## config.mk

```make
export PLATFORM = sky130hd
export DESIGN_NAME = pwm_capture
export DESIGN_NICKNAME = d
export VERILOG_FILES = /design/src/rtl/pwm_capture.sv
export SDC_FILE = /design/constraint.sdc
export NUM_CORES = 1
export LEC_CHECK = 0
export CAP_MARGIN = 20
export CELL_PAD_IN_SITES_DETAIL_PLACEMENT = 1
export CELL_PAD_IN_SITES_GLOBAL_PLACEMENT = 2
export CORE_MARGIN = 4
export CORE_UTILIZATION = 36
export CTS_CLUSTER_SIZE = 14
export DETAILED_ROUTE_END_ITERATION = 6
export PLACE_DENSITY = 0.86
export SYNTH_ARGS = -nofsm -noshare
export SYNTH_HDL_FRONTEND = slang
export SYNTH_SLANG_ARGS = --single-unit
export TNS_END_PERCENT = 30
```

## constraint.sdc

```tcl
create_clock -name clk -period 3.2 [get_ports clk]
set_input_delay 0.32 -clock clk [delete_from_list [all_inputs] [get_ports clk]]
set_output_delay 0.32 -clock clk [all_outputs]
set_load 0.005 [all_outputs]
```

## src/rtl/pwm_capture.sv

```systemverilog
// PWM receiver: synchronises pwm_in, measures high time per 2^PWM_BITS-cycle
// period, flags bad period lengths and stuck inputs, and reports the recovered duty.
module pwm_capture #(
  parameter int PWM_BITS = 16,
  parameter int ERR_BITS = 8
) (
  input  logic                clk,
  input  logic                rst_n,
  input  logic                pwm_in,
  output logic [PWM_BITS-1:0] duty,
  output logic                duty_valid,
  output logic                locked,
  output logic                stuck_high,
  output logic                stuck_low,
  output logic [ERR_BITS-1:0] err_cnt
);

  localparam int CW = PWM_BITS + 1;
  localparam logic [CW-1:0]       CNT_ONE = {{PWM_BITS{1'b0}}, 1'b1};
  localparam logic [CW-1:0]       CNT_NOM = {1'b1, {PWM_BITS{1'b0}}};
  localparam logic [CW-1:0]       CNT_MAX = '1;
  localparam logic [ERR_BITS-1:0] ERR_ONE = {{(ERR_BITS-1){1'b0}}, 1'b1};

  typedef enum logic [1:0] {IDLE, MEASURE, STUCK} state_t;

  state_t        state;
  logic          s1, s2, s3;
  logic          rise, lvl;
  logic [CW-1:0] per_cnt, hi_cnt;

  assign rise = s2 & ~s3;
  assign lvl  = s2;

  always_ff @(posedge clk or negedge rst_n) begin
    if (!rst_n) begin
      state      <= IDLE;
      s1         <= 1'b0;
      s2         <= 1'b0;
      s3         <= 1'b0;
      per_cnt    <= '0;
      hi_cnt     <= '0;
      duty       <= '0;
      duty_valid <= 1'b0;
      locked     <= 1'b0;
      stuck_high <= 1'b0;
      stuck_low  <= 1'b0;
      err_cnt    <= '0;
    end else begin
      s1         <= pwm_in;
      s2         <= s1;
      s3         <= s2;
      duty_valid <= 1'b0;

      // Counters saturate at their maximum so per_cnt can never wrap.
      if (rise) begin
        per_cnt <= CNT_ONE;
        hi_cnt  <= CNT_ONE;
      end else if (per_cnt != CNT_MAX) begin
        per_cnt <= per_cnt + CNT_ONE;
        hi_cnt  <= hi_cnt + {{PWM_BITS{1'b0}}, lvl};
      end

      case (state)
        IDLE, MEASURE: begin
          if (rise) begin
            if (state == MEASURE) begin
              if (per_cnt == CNT_NOM) begin
                duty       <= hi_cnt[PWM_BITS-1:0];
                duty_valid <= 1'b1;
                locked     <= 1'b1;
              end else begin
                locked <= 1'b0;
                if (err_cnt != '1) err_cnt <= err_cnt + ERR_ONE;
              end
            end
            state <= MEASURE;
          end else if (per_cnt == CNT_MAX) begin
            state      <= STUCK;
            locked     <= 1'b0;
            duty_valid <= 1'b1;
            if (lvl) begin
              stuck_high <= 1'b1;
              duty       <= '1;
            end else begin
              stuck_low <= 1'b1;
              duty      <= '0;
            end
          end
        end
        STUCK: begin
          if (rise) begin
            stuck_high <= 1'b0;
            stuck_low  <= 1'b0;
            state      <= MEASURE;
          end else if (stuck_high && !lvl && !duty_valid) begin
            // Level-based so a fall right after stuck entry is taken one cycle
            // later instead of producing back-to-back duty_valid pulses.
            stuck_high <= 1'b0;
            stuck_low  <= 1'b1;
            duty       <= '0;
            duty_valid <= 1'b1;
            per_cnt    <= CNT_ONE;
          end
        end
        default: state <= IDLE;
      endcase
    end
  end

endmodule

```

==> run_results.csv <==
group,metric,value,unit
run_status,status,"completed",
die,initial_utilization,37.3,%
synth,post-synth-top-area-cell,"dfrtp_1",
pwr,p_leak,0.00166,uW
timing,period_needed,2720,ps
detailed_routing,vias_per_cell,5.53,
synth,synth_area,3260,sq um
detailed_routing,routed_wl,8230,um
worst_setup_path,critPathMaxStageDelay,520,ps
global_routing,grt_max_degree,31,
timing,finClkSkew,17.8,ps
clock_network,cts_hold_buf,1,
clock_network,cts_resized,0,
detailed_routing,wl_per_cell,17.1,um
worst_setup_path,crit_path_max_fanout,17,
timing,tightest_slew,685,ps
synth,synth.net_count,342,
worst_setup_path,r2r-start,"per_cnt[0]",
worst_setup_path,worstSetupStartpointType,"register",
timing,setup_violations,0,
worst_setup_path,cp-end-kind,"register",
layout,synthToLayoutAreaGrowth,21.5,%
synth,yosys.area.top_type_share,50.6,%
timing,grt_setup_unrepaired,"false",
die,io-pin-count,31,
synth,yosysSeqAreaShare,50.6,%
worst_setup_path,setup.worst_path.start,"per_cnt[0]",
die,num_rows,34,
worst_setup_path,rr_worst_depth,8,
detailed_routing,dr.pass1.iters,4,
placed_design,placed_area,3680,sq um
timing,fin_crit_sh,85.1,%
synth,syn_inst,334,
timing,slew_headroom,53.9,%
synth,synth_top_cells_by_count,"dfrtp_1 (66), o21ai_0 (43), nor2_1 (34)",
clock_network,cts.htree.levels,3,
pwr,ir_drop,0.000287,V
detailed_routing,drt-initial-drc-count,73,
synth,ys_types,46,
worst_setup_path,crit_type,"register to register",
timing,fin_setup_tns,0,ps
clock_network,clk_pin_slew_worst_paths,90,ps
synth,ys_warn_count,0,
clock_network,clock_path_buffers,2,
clock_network,post_cts_buffers,0,
timing,fmax,0.367,GHz
detailed_routing,dr_total_vias,2659,
die,dieArea,10700,sq um
global_routing,antenna_found_initial,0,
pwr,power_density,610,nW/um^2
synth,async_flop_share,100,%
placed_design,gp_congestion,0.745,
worst_setup_path,crit_required,3450,ps
worst_hold_path,hold_class,"register to register",
timing,whs,340,ps
clock_network,cts_buffers,9,
synth,yosys-top-cells-area,"dfrtp_1 (51%), o21ai_0 (6.6%), xnor2_1 (4.6%), nor2_1 (3.9%), xor2_1 (3.0%)",
global_routing,grt-ovfl-total,0,
clock_network,root_buffer,"clkbuf_8",
detailed_routing,detail-route-antenna-nets,0,
worst_hold_path,hp-start,"s1",
layout,multi_input_area,1510,sq um
global_routing,grt_usage,16.8,%
clock_network,cts_tree,"built",
layout,finalInstanceArea,3970,sq um
synth,yosys_most_used_dff,"dfrtp_1",
layout,regArea,1650,sq um
placed_design,dp_hpwl,5660,um
layout,fillers,1000,
global_routing,grt_pass1_vias,2790,
die,die_y,103,um
job,max_cap_violations,0,
layout,nets,376,
synth,synth_edf_count,0,
worst_hold_path,hold_path_depth,0,
clock_network,cts.sinks,66,
detailed_routing,remaining_drc_errors,0,
timing,hold_viol,0,
synth,synth-seq-cells,66,
synth,avgSynthCellArea,9.77,sq um
synth,yosysMostFrequentCell,"dfrtp_1",
worst_setup_path,cp_cell_sequence,"inv_1 > ha_1 > or4b_1 > o41ai_4 > nand3_2 > buf_4 > or2_1 > o21ai_0",
layout,diodes,0,
worst_setup_path,critPathSlowestCell,"or4b_1",
placed_design,portBuffers,30,
global_routing,grt_pass1_wl,14100,um
die,core_area,8760,sq um
clock_network,clk_latency,350,ps
timing,final_max_slew_viol_count,0,
worst_setup_path,cp.arrival,2980,ps
die,die_w,103,um
layout,drive_above_1_share,9.65,%
## worst max-delay path, delay by kind of cell (launching register included)
kind | cells | cell delay (ps)
buf+inv | 2 | 290
compound gates | 2 | 670
flops | 1 | 430
simple gates | 3 | 1080
fa+ha+maj | 1 | 150
## layer usage
layer / share of wire (%) / wire [um] / GRT usage, %
met4: 0.78 / 64 / 4.28
met5: 0 / 0 / 0
met3: 2.7 / 222 / 3.62
met1: 48 / 3970 / 22.5
met2: 48 / 3980 / 27.7
## path summary, 6_finish.rpt
path | to | slack (ps)
min in group asynchronous | err_cnt[5] | 450
worst min-delay path | lvl | 340
max in group asynchronous | hi_cnt[2] | 1960
worst max register to register | duty[0] | 480
worst min register to register | lvl | 340
worst max-delay path | duty[0] | 480
## flip-flops by register name, summed over array words and instances, names as in the netlist
signal	flops
per_cnt	17
duty	16
hi_cnt	16
err_cnt	8
state	2
duty_valid	1
locked	1
lvl	1
s1	1
s3	1
stuck_high	1
stuck_low	1
## per-stage QoR
step	setup slack (ps)	std cells	total power [uW]	utilization, %
detailed placement	534	464	1470	42.0
floorplan	925	334	1250	-
finish	477	481	2420	45.2
CTS	447	481	2450	45.2
global placement	615	464	1440	42.0
global route	246	481	2550	45.2
## kinds of logic after synthesis
family,count (synthesis),share of synthesized area (%)
AO/OA/AOI/OAI,93,16.7
XOR/XNOR,28,7.51
adder cells (fa/ha/maj),5,1.92
buffers and inverters,24,3.37
flip-flops,66,50.6
multiplexers,4,1.30
AND/OR/NAND/NOR,114,18.6
## where the power goes
part / switching [uW] / internal [uW]
clock network: 349 / 621
registers: 109 / 938
logic: 183 / 219
total: 641 / 1780
## cell type report
type                            count  share of cell area, %
Clock buffer                       10                   3.47
Clock inverter                      6                   3.47
Inverter                            8                  0.757
Multi-Input combinational cell    244                   38.0
Sequential cell                    66                   41.7
Tap cell                          108                   3.41
Timing Repair Buffer               39                   9.21
## cells in the final DEF, fill, tap and decap left out, types with 2 or more instances in the layout
cell and count:
nor3_1 13, nor2b_1 2, nand2_1 11, nor2_1 34
xnor2_1 17, o21ai_1 14, xor2_1 11, or3_1 4
ha_1 5, and4_1 4, mux2_2 2, o211ai_1 6
bufinv_16 4, nand2b_1 5, clkbuf_8 10, a22oi_1 2
clkinv_4 2, and2_1 3, buf_4 8, o2111ai_1 2
o21ai_0 43, a31oi_1 2, nand4_1 8, nor4_1 3
a21oi_1 16, or4_1 3, a2111oi_0 2, inv_1 8
dfrtp_1 66, mux2i_1 2, nand3_1 12, and3_1 3
clkdlybuf4s50_1 29, and3_2 2
Power figures use the tool's default switching activity.
